==> config.mk <==
export PLATFORM = sky130hd
export DESIGN_NAME = alu16_seq
export DESIGN_NICKNAME = d
export VERILOG_FILES = /design/src/rtl/alu_pkg.sv /design/src/rtl/alu16_opsel.sv /design/src/rtl/alu16_seq.sv
export SDC_FILE = /design/constraint.sdc
export NUM_CORES = 1
export LEC_CHECK = 0
export ABC_AREA = 1
export BUFFER_PORTS_ARGS = -buffer_cell sky130_fd_sc_hd__buf_2
export CORE_MARGIN = 4
export CORE_UTILIZATION = 45
export DETAILED_ROUTE_END_ITERATION = 10
export GPL_TIMING_DRIVEN = 0
export PLACE_DENSITY = 0.77
export SLEW_MARGIN = 20
export SYNTH_ARGS = -nofsm -noshare
export SYNTH_HDL_FRONTEND = slang
export SYNTH_SLANG_ARGS = --single-unit
==> constraint.sdc <==
create_clock -name clk -period 1.7 [get_ports clk]
set_clock_uncertainty 0.15 [all_clocks]
set_input_delay 0.255 -clock clk [delete_from_list [all_inputs] [get_ports clk]]
set_output_delay 0.255 -clock clk [all_outputs]
set_load 0.01 [all_outputs]
==> src/rtl/alu_pkg.sv <==
// ============================================================================
// alu_pkg : shared ALU op codes, 16-bit sequencer op encoding and FSM states
// Rev 1.0
// ============================================================================
`default_nettype none

package alu_pkg;

  // 8-bit ALU operation codes
  localparam logic [4:0] ALU_ZERO   = 5'd0;
  localparam logic [4:0] ALU_PASSA  = 5'd1;
  localparam logic [4:0] ALU_PASSB  = 5'd2;
  localparam logic [4:0] ALU_NOTA   = 5'd3;
  localparam logic [4:0] ALU_NOTB   = 5'd4;
  localparam logic [4:0] ALU_INCA   = 5'd5;
  localparam logic [4:0] ALU_INCB   = 5'd6;
  localparam logic [4:0] ALU_DECA   = 5'd7;
  localparam logic [4:0] ALU_DECB   = 5'd8;
  localparam logic [4:0] ALU_ADD    = 5'd9;
  localparam logic [4:0] ALU_ADC    = 5'd10;
  localparam logic [4:0] ALU_SUB    = 5'd11;
  localparam logic [4:0] ALU_NZERO  = 5'd12;
  localparam logic [4:0] ALU_SUBR   = 5'd13;
  localparam logic [4:0] ALU_SBB    = 5'd14;
  localparam logic [4:0] ALU_SBBR   = 5'd15;
  localparam logic [4:0] ALU_NEGA   = 5'd16;
  localparam logic [4:0] ALU_NEGB   = 5'd17;
  localparam logic [4:0] ALU_SHL    = 5'd18;
  localparam logic [4:0] ALU_SHR    = 5'd19;
  localparam logic [4:0] ALU_ASR    = 5'd20;
  localparam logic [4:0] ALU_ROL    = 5'd21;
  localparam logic [4:0] ALU_ROR    = 5'd22;
  localparam logic [4:0] ALU_RCL    = 5'd23;
  localparam logic [4:0] ALU_RCR    = 5'd24;
  localparam logic [4:0] ALU_AND    = 5'd25;
  localparam logic [4:0] ALU_OR     = 5'd26;
  localparam logic [4:0] ALU_XOR    = 5'd27;
  localparam logic [4:0] ALU_NAND   = 5'd28;
  localparam logic [4:0] ALU_NOR    = 5'd29;
  localparam logic [4:0] ALU_BCDADD = 5'd30;
  localparam logic [4:0] ALU_BCDSUB = 5'd31;

  // 16-bit request op encoding
  localparam logic [2:0] SEQ_ADD   = 3'd0;
  localparam logic [2:0] SEQ_SUB   = 3'd1;
  localparam logic [2:0] SEQ_INC   = 3'd2;
  localparam logic [2:0] SEQ_DEC   = 3'd3;
  localparam logic [2:0] SEQ_AND   = 3'd4;
  localparam logic [2:0] SEQ_OR    = 3'd5;
  localparam logic [2:0] SEQ_XOR   = 3'd6;
  localparam logic [2:0] SEQ_PASSB = 3'd7;

  typedef enum logic [1:0] {
    ST_IDLE = 2'd0,
    ST_LOW  = 2'd1,
    ST_HIGH = 2'd2,
    ST_DONE = 2'd3
  } state_t;

endpackage

`default_nettype wire

==> src/rtl/alu16_opsel.sv <==
// ============================================================================
// alu16_opsel : maps a 16-bit request op, byte phase and low-byte carry to the
//               8-bit ALU op code
// Rev 1.0
// ============================================================================
`default_nettype none

module alu16_opsel
  import alu_pkg::*;
(
  input  logic [2:0] i_op,
  input  logic       i_high,
  input  logic       i_c_lo,
  output logic [4:0] o_alu_op
);

  always_comb begin
    o_alu_op = ALU_ZERO;
    case (i_op)
      SEQ_ADD:   o_alu_op = (i_high && i_c_lo) ? ALU_ADC : ALU_ADD;
      SEQ_SUB:   o_alu_op = (i_high && i_c_lo) ? ALU_SBB : ALU_SUB;
      // High byte of INC/DEC only moves when the low byte wrapped
      SEQ_INC:   o_alu_op = (i_high && !i_c_lo) ? ALU_PASSA : ALU_INCA;
      SEQ_DEC:   o_alu_op = (i_high && !i_c_lo) ? ALU_PASSA : ALU_DECA;
      SEQ_AND:   o_alu_op = ALU_AND;
      SEQ_OR:    o_alu_op = ALU_OR;
      SEQ_XOR:   o_alu_op = ALU_XOR;
      SEQ_PASSB: o_alu_op = ALU_PASSB;
      default:   o_alu_op = ALU_ZERO;
    endcase
  end

endmodule

`default_nettype wire

==> src/rtl/alu16_seq.sv <==
// ============================================================================
// alu16_seq : 16-bit ALU front end executing each request as two byte passes
//             through an external 8-bit ALU with carry chaining
// Rev 1.0
// ============================================================================
`default_nettype none

module alu16_seq
  import alu_pkg::*;
(
  input  logic        clk,
  input  logic        reset,
  input  logic        req_valid,
  output logic        req_ready,
  input  logic [2:0]  req_op,
  input  logic [15:0] req_a,
  input  logic [15:0] req_b,
  output logic        rsp_valid,
  input  logic        rsp_ready,
  output logic [15:0] rsp_result,
  output logic        rsp_carry,
  output logic        rsp_zero,
  output logic        rsp_negative,
  output logic [7:0]  alu_a,
  output logic [7:0]  alu_b,
  output logic [4:0]  alu_op,
  input  logic [7:0]  alu_result,
  input  logic        alu_carry,
  input  logic        alu_zero
);

  state_t      r_state;
  logic [2:0]  r_op;
  logic [15:0] r_a;
  logic [15:0] r_b;
  logic        r_c_lo;
  logic [7:0]  r_res_lo;
  logic [7:0]  r_res_hi;
  logic        r_req_ready;
  logic        r_rsp_valid;
  logic        r_carry;
  logic        r_zero;
  logic        r_neg;

  logic [4:0]  w_opsel;
  logic        w_high;
  logic        w_unused;

  // Zero is derived from the full 16-bit result, so the ALU's flag is ignored
  assign w_unused = alu_zero;
  assign w_high   = (r_state == ST_HIGH);

  alu16_opsel u_opsel (
    .i_op     (r_op),
    .i_high   (w_high),
    .i_c_lo   (r_c_lo),
    .o_alu_op (w_opsel)
  );

  always_comb begin
    alu_a  = 8'd0;
    alu_b  = 8'd0;
    alu_op = ALU_ZERO;
    case (r_state)
      ST_LOW: begin
        alu_a  = r_a[7:0];
        alu_b  = r_b[7:0];
        alu_op = w_opsel;
      end
      ST_HIGH: begin
        alu_a  = r_a[15:8];
        alu_b  = r_b[15:8];
        alu_op = w_opsel;
      end
      default: ;
    endcase
  end

  always_ff @(posedge clk or posedge reset) begin
    if (reset) begin
      r_state     <= ST_IDLE;
      r_op        <= 3'd0;
      r_a         <= 16'd0;
      r_b         <= 16'd0;
      r_c_lo      <= 1'b0;
      r_res_lo    <= 8'd0;
      r_res_hi    <= 8'd0;
      r_req_ready <= 1'b1;
      r_rsp_valid <= 1'b0;
      r_carry     <= 1'b0;
      r_zero      <= 1'b0;
      r_neg       <= 1'b0;
    end else begin
      case (r_state)
        ST_IDLE: begin
          if (req_valid) begin
            r_op        <= req_op;
            r_a         <= req_a;
            r_b         <= req_b;
            r_req_ready <= 1'b0;
            r_state     <= ST_LOW;
          end
        end
        ST_LOW: begin
          r_res_lo <= alu_result;
          r_c_lo   <= alu_carry;
          r_state  <= ST_HIGH;
        end
        ST_HIGH: begin
          r_res_hi <= alu_result;
          r_carry  <= alu_carry;
          r_zero   <= ({alu_result, r_res_lo} == 16'd0);
          r_neg    <= alu_result[7];
          r_state  <= ST_DONE;
        end
        ST_DONE: begin
          // rsp_valid rises one cycle after entering DONE
          if (!r_rsp_valid) begin
            r_rsp_valid <= 1'b1;
          end else if (rsp_ready) begin
            r_rsp_valid <= 1'b0;
            r_req_ready <= 1'b1;
            r_state     <= ST_IDLE;
          end
        end
        default: r_state <= ST_IDLE;
      endcase
    end
  end

  assign req_ready    = r_req_ready;
  assign rsp_valid    = r_rsp_valid;
  assign rsp_result   = {r_res_hi, r_res_lo};
  assign rsp_carry    = r_carry;
  assign rsp_zero     = r_zero;
  assign rsp_negative = r_neg;

endmodule

`default_nettype wire

==> results.sh <==
export IMPL_drtIter0Drc=133
export IMPL_cp_required_ns=1.29
export IMPL_drive_gt1_share_pct=51.7
export IMPL_synth_edff_count=0
export IMPL_grt_setup_unrepaired="true"
export IMPL_design_core_area_mm2=0.00592
export IMPL_hp_class="input port to flop"
export IMPL_syn_inst=260
export IMPL_timing_fmax_mhz=478
export IMPL_vias=2432
export IMPL_finalSetupViolations=21
export IMPL_clk_path_buf_depth=2
export IMPL_synth_seq_area_share_pct=52.9
export IMPL_overflow=0
export IMPL_grt_pass1_vias=2465
export IMPL_grt_max_degree=33
export IMPL_critPathLaunchType="flop"
export IMPL_stdcell_count=497
export IMPL_num_rows=28
export IMPL_holdPathStages=2
export IMPL_post_route_period_util_pct=123
export IMPL_placedCellCount=425
export IMPL_synth_top_cell_by_area="dfrtp_1"
export IMPL_fin_util_pct=73.5
export IMPL_slew_viol_final=0
export IMPL_cts_made_buffers=9
export IMPL_n_antenna_cell=0
export IMPL_die_width_um=86.1
export IMPL_yosysTopAreaCellShare_pct=51.9
export IMPL_wl_um=7530
export IMPL_nets=471
export IMPL_wire_per_inst_um=15.1
export IMPL_outcome="finished with violations"
export IMPL_dieArea_mm2=0.00742
export IMPL_p_leak_nw=2.18
export IMPL_worstMarginPinSlew_ns=0.605
export IMPL_maxCapViolCount=0
export IMPL_max_slew_margin_pct=59.6
export IMPL_clockRootBuffer="clkbuf_8"
export IMPL_violations="setup timing"
export IMPL_p_total_mw=8.86
export IMPL_ys_ff_latch=58
export IMPL_drc=0
export IMPL_chipHeight_um=86.1
export IMPL_met3_usage_pct=7.30
export IMPL_via_per_inst=4.89
export IMPL_setup_slack_ns=-0.390
export IMPL_busiest_layer="met2"
export IMPL_endpoint_kind="primary output"
export IMPL_io_pins=91
export IMPL_hold_violations=0
export IMPL_p_per_area_mw_per_mm2=2040
export IMPL_clkSlewWorstSetupHoldPaths_ns=0.07
export IMPL_ys_flop_type="dfrtp_1"
export IMPL_grtUsageMet2_pct=34.3
export IMPL_hpwl_um=4560
export IMPL_reg2reg_depth=5
export IMPL_grt_use_total_pct=20.1
export IMPL_drtPass1Iterations=4
export IMPL_ant_nets=0
export IMPL_cts_tree="done"
export IMPL_vdd_drop_max_v=0.00115
export IMPL_yosysWarningCount=0
export IMPL_crit_arrival_ns=1.69
export IMPL_gp_congestion=0.779
export IMPL_synthesis_nets=314
export IMPL_yosys_top_cells_area="dfrtp_1 52%, mux2_4 14%, nand2_1 11%"
export IMPL_met1_usage_pct=23.8
export IMPL_synth_area_mm2=0.00275
export IMPL_criticalPathCategory="flop to primary output"
export IMPL_antenna_found_initial=0
export IMPL_clock_sinks=58
export IMPL_clk_latency_ns=0.34
export IMPL_cp_max_fo=8
export IMPL_area_delta_synth_final_pct=58.4
export IMPL_htreeDepth=3
export IMPL_io_buffers=89
export IMPL_start_util_pct=46.4
export IMPL_syn_avg_cell_area_um2=10.6
export IMPL_grt_pass1_wl_um=11700
export IMPL_synth_cell_types=21
export IMPL_async_flop_share_pct=100
export IMPL_fin_crit_ns=2.09
==> cell type report <==
cell class,count,area (um2)
well taps,75,93.8
plain buffers,12,170
fillers,403,1570
inverters,14,62.6
repair buffers,145,1050
clock buffers,10,138
clock inverters,6,66.3
repair inverters,1,7.51
flip-flops and latches,58,1450
multi-input cells,176,1310
==> critical path: stages (launching register included) <==
cell,delay (ns)
dfrtp_1,0.38
inv_2,0.08
ha_4,0.30
inv_4,0.05
buf_12,0.14
buf_4,0.13
o22ai_2,0.13
buf_2,0.15
==> state kept, by name (all words and copies together), names as in the netlist <==
signal        cells
rsp_carry         1
r_res_hi          7
r_res_lo          8
rsp_zero          1
r_state           2
r_a              16
req_ready         1
rsp_valid         1
rsp_negative      1
r_op              3
r_b              16
r_c_lo            1
==> synthesized netlist by cell type, types with 3 or more instances <==
master,n
nand2_1,78
dfrtp_1,57
mux2_4,26
a21oi_1,22
nor2_1,15
mux2_2,14
inv_1,13
buf_2,7
nand3_1,7
ha_1,5
o21ai_0,4
buf_6,3
==> routing by layer <==
metal	wire length, um	part of all wire [%]	vias up
li1	-	-	1159
met1	3020	40	1170
met2	3830	51	91
met3	589	7.8	12
met4	89	1.2	0
met5	0	0	-
==> kinds of logic after synthesis <==
kind of cell,count (synthesis),synth area share [%]
muxes,40,20.0
DFF,58,52.9
AOI/OAI and AO/OA,28,5.24
buffers and inverters,26,4.83
and+or+nand+nor,103,14.8
adders and majority gates,5,2.28
==> report_power, final <==
group / switching [mW] / internal, mW / total, mW
sequential: 0.476 / 2.09 / 2.57
clock: 0.571 / 0.715 / 1.29
combinational: 2.29 / 2.71 / 5.00
==> cell usage in the layout, fill, tap and decap left out, drive strengths merged, types with 6 or more instances in the layout <==
cell type	count
inv	12
clkbuf	12
nand2	79
nand3	7
a21oi	22
dlygate4sd3	37
nor2	15
mux2	40
clkinvlp	6
buf	118
dfrtp	57
==> final timing paths <==
kind,from,slack [ns],end
setup / recovery,r_state[0],-0.39,alu_op[3]
hold / removal,req_b[6],0.02,r_b[6]
setup reg to reg,r_state[0],0.05,r_a[8]
hold reg to reg,req_ready,0.31,req_ready
max in group asynchronous,reset,0.47,r_b[3]
min in group asynchronous,reset,0.39,r_res_hi[4]
==> stage by stage <==
stage | setup WS (ns) | hold slack (ns) | instance area (um2) | setup TNS, ns
6_report | -0.390 | 0.0155 | 4350 | -7.29
5_1_grt | -0.446 | 0.00513 | 4350 | -8.78
3_3_place_gp | -0.338 | 0.298 | 3290 | -5.33
2_1_floorplan | -0.0233 | 0.198 | 2750 | -0.255
3_5_place_dp | -0.351 | 0.209 | 3310 | -6.07
4_1_cts | -0.357 | 0.00146 | 4100 | -6.65
==> timing repair <==
item,4_1_cts,5_1_grt
cloned,0,3
setup buffers,11,5
endpoints found under the hold margin,58,3
endpoints found under the setup margin,56,56
pin swaps,3,3
hold buffers,34,3
resized for setup,45,31
No activity file was read; power rests on OpenSTA's default activity.
